File: config.mk
export PLATFORM = sky130hd
export DESIGN_NAME = imem_access_ctrl
export DESIGN_NICKNAME = d
export VERILOG_FILES = /design/src/rtl/imem_access_ctrl_pkg.sv /design/src/rtl/imem_access_ctrl_load_counter.sv /design/src/rtl/imem_access_ctrl.sv
export SDC_FILE = /design/constraint.sdc
export NUM_CORES = 1
export LEC_CHECK = 0
export ABC_AREA = 1
export CORE_MARGIN = 4
export CORE_UTILIZATION = 35
export DETAILED_ROUTE_END_ITERATION = 16
export GPL_ROUTABILITY_DRIVEN = 0
export HOLD_SLACK_MARGIN = 0.08
export PLACE_DENSITY = 0.79
export REMOVE_ABC_BUFFERS = 1
export SLEW_MARGIN = 0
export SYNTH_ARGS = -nofsm -noshare
export SYNTH_HDL_FRONTEND = slang
export SYNTH_SLANG_ARGS = --single-unit
File: constraint.sdc
create_clock -name clk -period 4.1 [get_ports clk]
set_clock_uncertainty 0.05 [all_clocks]
set_input_delay 0.82 -clock clk [delete_from_list [all_inputs] [get_ports clk]]
set_output_delay 0.82 -clock clk [all_outputs]
set_load 0.05 [all_outputs]
File: src/rtl/imem_access_ctrl_pkg.sv
// Shared encodings for the instruction-memory access controller.
// Opcode constants are also consumed by the control unit.
package imem_ctrl_pkg;

  localparam logic [1:0] S_IDLE    = 2'd0;
  localparam logic [1:0] S_F_ISSUE = 2'd1;
  localparam logic [1:0] S_F_RESP  = 2'd2;
  localparam logic [1:0] S_LOAD    = 2'd3;

  localparam logic [7:0] OP_NOP    = 8'd41;
  localparam logic [7:0] OP_ENDOP  = 8'd42;
  localparam logic [7:0] OP_LOADIM = 8'd33;

  function automatic logic [15:0] pad_byte(input logic [7:0] b);
    return {8'h00, b};
  endfunction

endpackage

File: src/rtl/imem_access_ctrl_load_counter.sv
// Address register and load byte counter with a terminal-count flag.
// The address can be loaded from a fetch or load base, then stepped.
module imem_load_counter #(
  parameter int unsigned DEPTH = 191
) (
  input  logic        clk,
  input  logic        rst,
  input  logic        addr_ld_i,
  input  logic [15:0] addr_val_i,
  input  logic        cnt_clr_i,
  input  logic        inc_i,
  output logic [15:0] addr_o,
  output logic [15:0] count_o,
  output logic        tc_o
);

  logic [15:0] addr_q, addr_d;
  logic [15:0] cnt_q, cnt_d;

  always_comb begin
    addr_d = addr_q;
    if (addr_ld_i) begin
      addr_d = addr_val_i;
    end else if (inc_i) begin
      addr_d = addr_q + 16'd1;
    end
  end

  always_comb begin
    cnt_d = cnt_q;
    if (cnt_clr_i) begin
      cnt_d = '0;
    end else if (inc_i) begin
      cnt_d = cnt_q + 16'd1;
    end
  end

  always_ff @(posedge clk) begin
    if (rst) begin
      addr_q <= '0;
      cnt_q  <= '0;
    end else begin
      addr_q <= addr_d;
      cnt_q  <= cnt_d;
    end
  end

  assign addr_o  = addr_q;
  assign count_o = cnt_q;
  assign tc_o    = (addr_q == 16'(DEPTH - 1));

endmodule

File: src/rtl/imem_access_ctrl.sv
// Single owner of the instruction RAM port: arbitrates CPU fetches
// against the byte-stream program loader.
module imem_access_ctrl
  import imem_ctrl_pkg::*;
#(
  parameter int unsigned DEPTH      = 191,
  parameter logic [15:0] LD_BASE    = 16'd0,
  parameter logic [7:0]  NOP_OPCODE = OP_NOP
) (
  input  logic        clk,
  input  logic        rst,
  input  logic        cpu_fetch_req,
  input  logic [15:0] cpu_pc,
  output logic [15:0] cpu_instr,
  output logic        cpu_instr_valid,
  output logic        cpu_addr_err,
  output logic        cpu_stall,
  input  logic        ld_start,
  input  logic        ld_valid,
  input  logic [7:0]  ld_data,
  input  logic        ld_last,
  output logic        ld_ready,
  output logic        ld_busy,
  output logic [15:0] ld_count,
  output logic        ld_overflow,
  output logic        mem_write_en,
  output logic [15:0] mem_addr,
  output logic [15:0] mem_instr_in,
  input  logic [15:0] mem_instr_out
);

  logic [1:0]  state_q, state_d;
  logic        range_err_q, range_err_d;
  logic        ovf_q, ovf_d;
  logic        addr_ld, cnt_clr, tc;
  logic [15:0] addr_val, addr_q;
  logic        in_load, in_resp, beat;

  assign in_load = (state_q == S_LOAD);
  assign in_resp = (state_q == S_F_RESP);
  assign beat    = in_load & ld_valid;

  always_comb begin
    state_d     = state_q;
    range_err_d = range_err_q;
    ovf_d       = ovf_q;
    addr_ld     = 1'b0;
    addr_val    = cpu_pc;
    cnt_clr     = 1'b0;
    unique case (state_q)
      S_IDLE: begin
        // A pending load wins over a fetch request.
        if (ld_start) begin
          state_d  = S_LOAD;
          addr_ld  = 1'b1;
          addr_val = LD_BASE;
          cnt_clr  = 1'b1;
          ovf_d    = 1'b0;
        end else if (cpu_fetch_req) begin
          state_d     = S_F_ISSUE;
          addr_ld     = 1'b1;
          range_err_d = (cpu_pc >= 16'(DEPTH));
        end
      end
      S_F_ISSUE: state_d = S_F_RESP;
      S_F_RESP:  state_d = S_IDLE;
      S_LOAD: begin
        if (beat) begin
          if (ld_last) begin
            state_d = S_IDLE;
          end else if (tc) begin
            ovf_d   = 1'b1;
            state_d = S_IDLE;
          end
        end
      end
      default: state_d = S_IDLE;
    endcase
  end

  always_ff @(posedge clk) begin
    if (rst) begin
      state_q     <= S_IDLE;
      range_err_q <= 1'b0;
      ovf_q       <= 1'b0;
    end else begin
      state_q     <= state_d;
      range_err_q <= range_err_d;
      ovf_q       <= ovf_d;
    end
  end

  imem_load_counter #(
    .DEPTH(DEPTH)
  ) u_cnt (
    .clk       (clk),
    .rst       (rst),
    .addr_ld_i (addr_ld),
    .addr_val_i(addr_val),
    .cnt_clr_i (cnt_clr),
    .inc_i     (beat),
    .addr_o    (addr_q),
    .count_o   (ld_count),
    .tc_o      (tc)
  );

  assign cpu_instr       = range_err_q ? pad_byte(NOP_OPCODE)
                                       : mem_instr_out;
  assign cpu_instr_valid = in_resp;
  assign cpu_addr_err    = in_resp & range_err_q;
  assign cpu_stall       = in_load;
  assign ld_ready        = in_load;
  assign ld_busy         = in_load;
  assign ld_overflow     = ovf_q;
  assign mem_write_en    = beat;
  assign mem_addr        = addr_q;
  assign mem_instr_in    = pad_byte(ld_data);

endmodule

==> metrics.md, run 1 <==
| Metric | Value |
|---|---|
| Outcome | `completed` |
| Total track usage | `0.166` |
| Simple-gate share of the synthesized area | `0.364` |
| Via Count | `2,834` |
| Pre-CTS setup slack | `between 700 and 800 ps` |
| Setup crit end kind | `output pin` |
| Clock-pin slew on the worst setup and hold paths | `approximately 70 ps` |
| Cell Pwr Density | `roughly 310 mW/mm^2` |
| Sequential cell area | `between 700 and 800 um^2` |
| IO Pins | `roughly 120` |
| Lkg Pwr | `roughly 1.5 nW` |
| DR pass1 iterations | `5` |
| Largest net degree at the start of global routing | `29` |
| Number of synthesized flops with an enable pin | `0` |
| FFs w/ async S/R, synth | `0` |
| Comb power frac | `0.371` |
| Max-cap violations | `0` |
| Area grow syn2layout | `40.1%` |
| Top cells by area, synth | `dfxtp_1 (29%), nand2_1 (11%), inv_1 (11%)` |
| Worst EP arrival | `2480 ps` |
| CTS max path bufs | `2` |
| Post-synthesis mux area share | `0` |
| Setup CP Type | `in2out` |
| Wire per inst | `roughly 12 um` |
| Slew @ Worst Pin | `roughly 570 ps` |
| Die area | `approximately 0.0086 mm^2` |
| Flops & latches, synth | `36` |
| Reg power frac | `0.383` |
| Top cells by count, synth | `nand2_1 (75), inv_1 (72), nor2_1 (47)` |
| Yosys warning total | `0` |
| Ant diodes | `0` |
| Endpoints failing hold | `0` |
| Dominant cell type by area after synthesis | `dfxtp_1` |
| Reg2reg end | `u_cnt.addr_o[10]` |
| Post-synth top area share | `0.288` |
| Final hold slack | `435 ps` |
| Fin area | `between 0.003 and 0.004 mm^2` |
| Reg2Reg Setup Slack | `2370 ps` |
| H-Tree Depth | `2` |
| Final Slew Violations | `0` |
| Initial DRC count | `roughly 170` |
| Drt via density | `roughly 4.8` |
| Final setup TNS | `0 ps` |
| Final Setup Violations | `0` |
| Area taken by multi-input logic gates | `approximately 0.0014 mm^2` |
| Mean Syn Cell Area | `6.14 um^2` |
| Synth Flop Type | `dfxtp_1` |
| Clk pwr share | `0.246` |
| HPWL after DPL | `5550 um` |
| Top-count cell post-synth | `nand2_1` |
| Mapped Cells | `about 410` |
| Fin crit share | `0.816` |
| Seq/Total Area, Yosys | `0.288` |
| IO buf count | `92` |
| Synth Area in Compound Gates | `0.152` |
| Internal Power | `646 uW` |
| Net load switching power | `431 uW` |
| Cts repair resizes | `0` |
| Worst-path maximum fanout | `9` |
| Root Buffer | `clkbuf_8` |
| Yosys cell types | `32` |
| Die width | `around 93 um` |
| Rel. slew slack | `0.618` |
| TritonCTS clock tree | `yes` |
| Synth Area in Adders | `0.0150` |
| Post-DP Area | `0.00341 mm^2` |
| Routed Antenna Nets | `0` |
| Min-Delay Startpoint | `u_cnt.count_o[15]` |
| Crit path required time | `~3200 ps` |
| Filler cells | `712` |
| Total length of routed wires | `~7000 um` |
| Core Area | `0.00687 mm^2` |
| TritonCTS Buffers | `5` |
| Max IR drop VDD | `0.183 mV` |
| Clk sinks | `36` |
| Sw Ratio | `0.400` |
| Total gr overflow | `0` |
| Synth Area in XOR/XNOR | `0` |
| Worst Hold End | `u_cnt.count_o[15]` |
| RSZ-0062 raised after global routing | `no` |
| Fin crit period | `between 3000 and 4000 ps` |
| Mapped cell area | `0.00250 mm^2` |
| Initial core utilization | `0.364` |
| Main combinational cell family by area after synthesis | `simple AND/OR/NAND/NOR gates` |
| Die height | `roughly 93 um` |
| Worst r2r path cells | `5` |
| Vias in the first global route | `2,683` |
| Hold depth | `2` |
| Total setup buffers inserted after CTS | `0` |
| Startpoint types | `primary input` |
| Clock Latency Late Sink | `approximately 290 ps` |
| Share of cells above drive strength 1 | `0.0593` |
| Worst R2R Start | `state_q[0]` |
| F_max | `299 MHz` |
| Post-CTS Hold Buffers | `0` |
| # nets final | `537` |
| Antenna violations before repair | `0` |
| Hold Path Class | `reg2reg` |
| Global-route wire length before repair | `around 12,000 um` |
| DRC viols | `0` |
| Row cnt | `30` |
| Post-route setup slack | `753 ps` |
-- stage by stage --
step	std cells	power, mW	util
6_report	585	1.08	0.510
5_1_grt	585	1.13	0.510
4_1_cts	585	1.08	0.510
3_5_place_dp	577	0.820	0.497
3_3_place_gp	577	0.813	0.497
2_1_floorplan	387	0.671	-
-- per-layer routing --
layer  up-vias  track usage  part of all wire
li1       1430            -                 -
met1      1277        0.198              0.42
met2       120        0.289              0.48
met3         7       0.0585              0.10
met4         0       0.0309            0.0098
met5         -            0                 0
-- cells in the final DEF, fill, tap and decap left out, types with 15 or more instances in the layout --
cell type and count:
nand2_1 75, nand4_1 15, a21oi_1 24, o21ai_0 34, inv_1 72, dfxtp_1 36
nand3_1 33, clkdlybuf4s50_1 92, nor2_1 47
-- final cells by class --
cell class,count,area share
multi-input cells,277,0.387
repair buffers,94,0.267
flip-flops and latches,36,0.206
inverters,74,0.0793
well taps,96,0.0343
clock buffers,6,0.0236
clock inverters,2,0.00286
-- worst max-delay path, cell delays in order --
cell and delay (ps):
clkdlybuf4s50_1 480, inv_1 110, nor2_8 220, clkdlybuf4s50_1 840
-- how the worst max path moves through the flow --
stage	from	depth (start not counted)	to	slack (ps)
after floorplan	range_err_q	1	cpu_addr_err	1480
after global placement	ld_valid	4	mem_write_en	770
after detailed placement	ld_valid	4	mem_write_en	760
after CTS	ld_valid	4	mem_write_en	760
after global routing	ld_valid	4	mem_write_en	710
final	ld_valid	4	mem_write_en	750
-- cells by family (layout without fill, tap and decap cells) --
group,count (synthesis),after routing
compound gates,71,71
fa+ha+maj,3,3
buf+inv,101,176
flops,36,36
simple gates,195,195
other cells,1,8
-- registers in the layout, summed over array words and instances (netlist names) --
| signal | flops |
|---|---|
| range_err_q | 1 |
| ld_overflow | 1 |
| u_cnt.count_o | 16 |
| state_q | 2 |
| u_cnt.addr_o | 16 |
-- power by group through the flow --
| stage | sequential [mW] | clock (mW) | combinational [mW] |
|---|---|---|---|
| floorplan | 0.479 | 0 | 0.192 |
| global placement | 0.420 | 0 | 0.393 |
| detailed placement | 0.420 | 0 | 0.400 |
| CTS | 0.412 | 0.269 | 0.401 |
| global route | 0.418 | 0.285 | 0.429 |
| finish | 0.413 | 0.266 | 0.399 |
Power figures use the tool's default switching activity.
==> inputs of run 2 (changes only) <==
- clock period: 4.1 -> 3.14 ns (I/O delays scaled with it)
==> metrics.md, run 2 (synthesis results as in run 1) <==
| Metric | Value |
|---|---|
| Outcome | `completed (unchanged)` |
| CTS max path bufs | `2 (unchanged)` |
| Setup crit end kind | `output pin (unchanged)` |
| Antenna violations before repair | `0 (unchanged)` |
| Slew @ Worst Pin | `582 ps (was 572 ps)` |
| Fin area | `0.00351 mm^2 (was 0.00350 mm^2)` |
| Ant diodes | `0 (unchanged)` |
| Wire per inst | `12.1 um (was 12.3 um)` |
| Row cnt | `30 (unchanged)` |
| Routed Antenna Nets | `0 (unchanged)` |
| Fin crit period | `2720 ps` |
| HPWL after DPL | `5530 um (was 5550 um)` |
| Fin cells | `586 (was 585)` |
| IO Pins | `117 (unchanged)` |
| Startpoint types | `register (was primary input)` |
| Hold Path Class | `reg2reg (unchanged)` |
| Lkg Pwr | `1.48 nW (was 1.49 nW)` |
| Max-cap violations | `0 (unchanged)` |
| Total setup buffers inserted after CTS | `0 (unchanged)` |
| Clock-pin slew on the worst setup and hold paths | `80 ps (was 70 ps)` |
| Area grow syn2layout | `40.3% (was 40.1%)` |
| Clock Latency Late Sink | `290 ps (about the same)` |
| Die width | `92.5 um (unchanged)` |
| Worst EP arrival | `2040 ps (was 2480 ps)` |
| Pre-CTS setup slack | `426 ps (was 763 ps)` |
| RSZ-0062 raised after global routing | `no (unchanged)` |
| Via Count | `2,822 (was 2,834)` |
| Drt via density | `4.82 (was 4.84)` |
| Clk pwr share | `0.246 (about the same)` |
| Commonest non-fill, non-tap cells in the layout | `clkdlybuf4s50_1 (91), nand2_1 (75), inv_1 (72) (was clkdlybuf4s50_1 (92), nand2_1 (75), inv_1 (72))` |
| Net load switching power | `576 uW (was 431 uW)` |
| Slowest stage cell, crit path | `clkdlybuf4s50_1 (unchanged)` |
| Comb power frac | `0.370 (was 0.371)` |
| Root Buffer | `clkbuf_8 (unchanged)` |
| Total gr overflow | `0 (unchanged)` |
| Vias in the first global route | `2,670 (was 2,683)` |
| # nets final | `538 (was 537)` |
| Share of cells above drive strength 1 | `0.0633 (was 0.0593)` |
| Final Slew Violations | `0 (unchanged)` |
| Crit-path max cell delay | `830 ps (was 840 ps)` |
| Die height | `92.5 um (unchanged)` |
| Endpoints failing hold | `0 (unchanged)` |
| Sw Ratio | `0.410 (was 0.400)` |
| Reg power frac | `0.384 (was 0.383)` |
| Max IR drop VDD | `0.275 mV (was 0.183 mV)` |
| DRC viols | `0 (unchanged)` |
| Final hold slack | `429 ps (was 435 ps)` |
| Worst-path maximum fanout | `18 (was 9)` |
| Post-CTS Hold Buffers | `0 (unchanged)` |
| IO buf count | `92 (unchanged)` |
| DR pass1 iterations | `4 (was 5)` |
| Fin crit share | `0.867` |
| H-Tree Depth | `2 (unchanged)` |
| Most common cell after layout, fill and taps aside | `clkdlybuf4s50_1 (unchanged)` |
| Internal Power | `827 uW (was 646 uW)` |
| Cts repair resizes | `0 (unchanged)` |
| Total power | `1.40 mW (was 1.08 mW)` |
| Core Area | `0.00687 mm^2 (unchanged)` |
| CP delay by family, top | `buffers and inverters (unchanged)` |
| CP Cell Sequence | `nor3b_1 -> clkdlybuf4s50_1 (was clkdlybuf4s50_1 -> inv_1 -> nor2_8 -> clkdlybuf4s50_1)` |
| Total length of routed wires | `7070 um (was 7210 um)` |
| Final setup TNS | `0 ps (unchanged)` |
| Global-route wire length before repair | `12,000 um (about the same)` |
| Cell Pwr Density | `400 mW/mm^2 (was 308 mW/mm^2)` |
| F_max | `367 MHz` |
| Rel. slew slack | `0.611 (was 0.618)` |
| TritonCTS clock tree | `yes (unchanged)` |
| Largest net degree at the start of global routing | `29 (unchanged)` |
| Final Util | `0.511 (was 0.510)` |
| Die area | `0.00856 mm^2 (unchanged)` |
| Initial DRC count | `169 (was 167)` |
| Final Setup Violations | `0 (unchanged)` |
| Post-DP Area | `0.00342 mm^2 (was 0.00341 mm^2)` |
| Placed Cells | `578 (was 577)` |
| Clk sinks | `36 (unchanged)` |
| WP buf/inv | `1 (was 3)` |
| Crit path required time | `2460 ps (was 3230 ps)` |
| Initial core utilization | `0.364 (unchanged)` |
| TritonCTS Buffers | `5 (unchanged)` |
| Post-route setup slack | `418 ps (was 753 ps)` |
| Setup CP Type | `reg2out (was in2out)` |
| Total track usage | `0.167 (was 0.166)` |
[run 2: changes by cell type in the layout (fill, tap and decap cells not counted), sizes merged]
| cell | change |
|---|---|
| clkinv | -1 |
| clkbuf | -1 |
| buf | +2 |
| clkinvlp | +2 |
| clkdlybuf4s50 | -1 |
[run 2: metal layers]
metal,vias to the layer above,track usage,part of all wire
met5,-,0,0
met4,0,0.0408,0.011
met3,6,0.0520,0.088
met2,112,0.283,0.46
met1,1267,0.206,0.44
li1,1437,-,-
[run 2: area by class of cell]
type,instances,area (um^2)
fillers,689,3360
multi-input cells,277,1360
repair buffers,95,941
flip-flops and latches,36,721
inverters,74,278
well taps,96,120
clock buffers,5,68.8
clock inverters,3,23.8
[run 2: worst paths after layout]
kind / startpoint / cells after the start / endpoint / slack (ps)
worst max-delay path: range_err_q / 2 / cpu_addr_err / 420
worst min-delay path: ld_overflow / 2 / ld_overflow / 430
worst max register to register: state_q[0] / 5 / u_cnt.addr_o[10] / 1430
worst min register to register: ld_overflow / 2 / ld_overflow / 430
[run 2: power by group through the flow]
stage / Combinational, mW / Clock, mW / Sequential, mW
2_1_floorplan: 0.250 / 0 / 0.625
3_3_place_gp: 0.515 / 0 / 0.548
3_5_place_dp: 0.521 / 0 / 0.549
6_report: 0.519 / 0.345 / 0.539
4_1_cts: 0.522 / 0.353 / 0.539
5_1_grt: 0.562 / 0.378 / 0.547
[run 2: worst register-to-register path: stages (launching register included)]
cell and delay, ps:
dfxtp_1 450, nand3_1 300, nand2_2 440, o21ai_0 170
a31oi_1 160, nor2_1 50
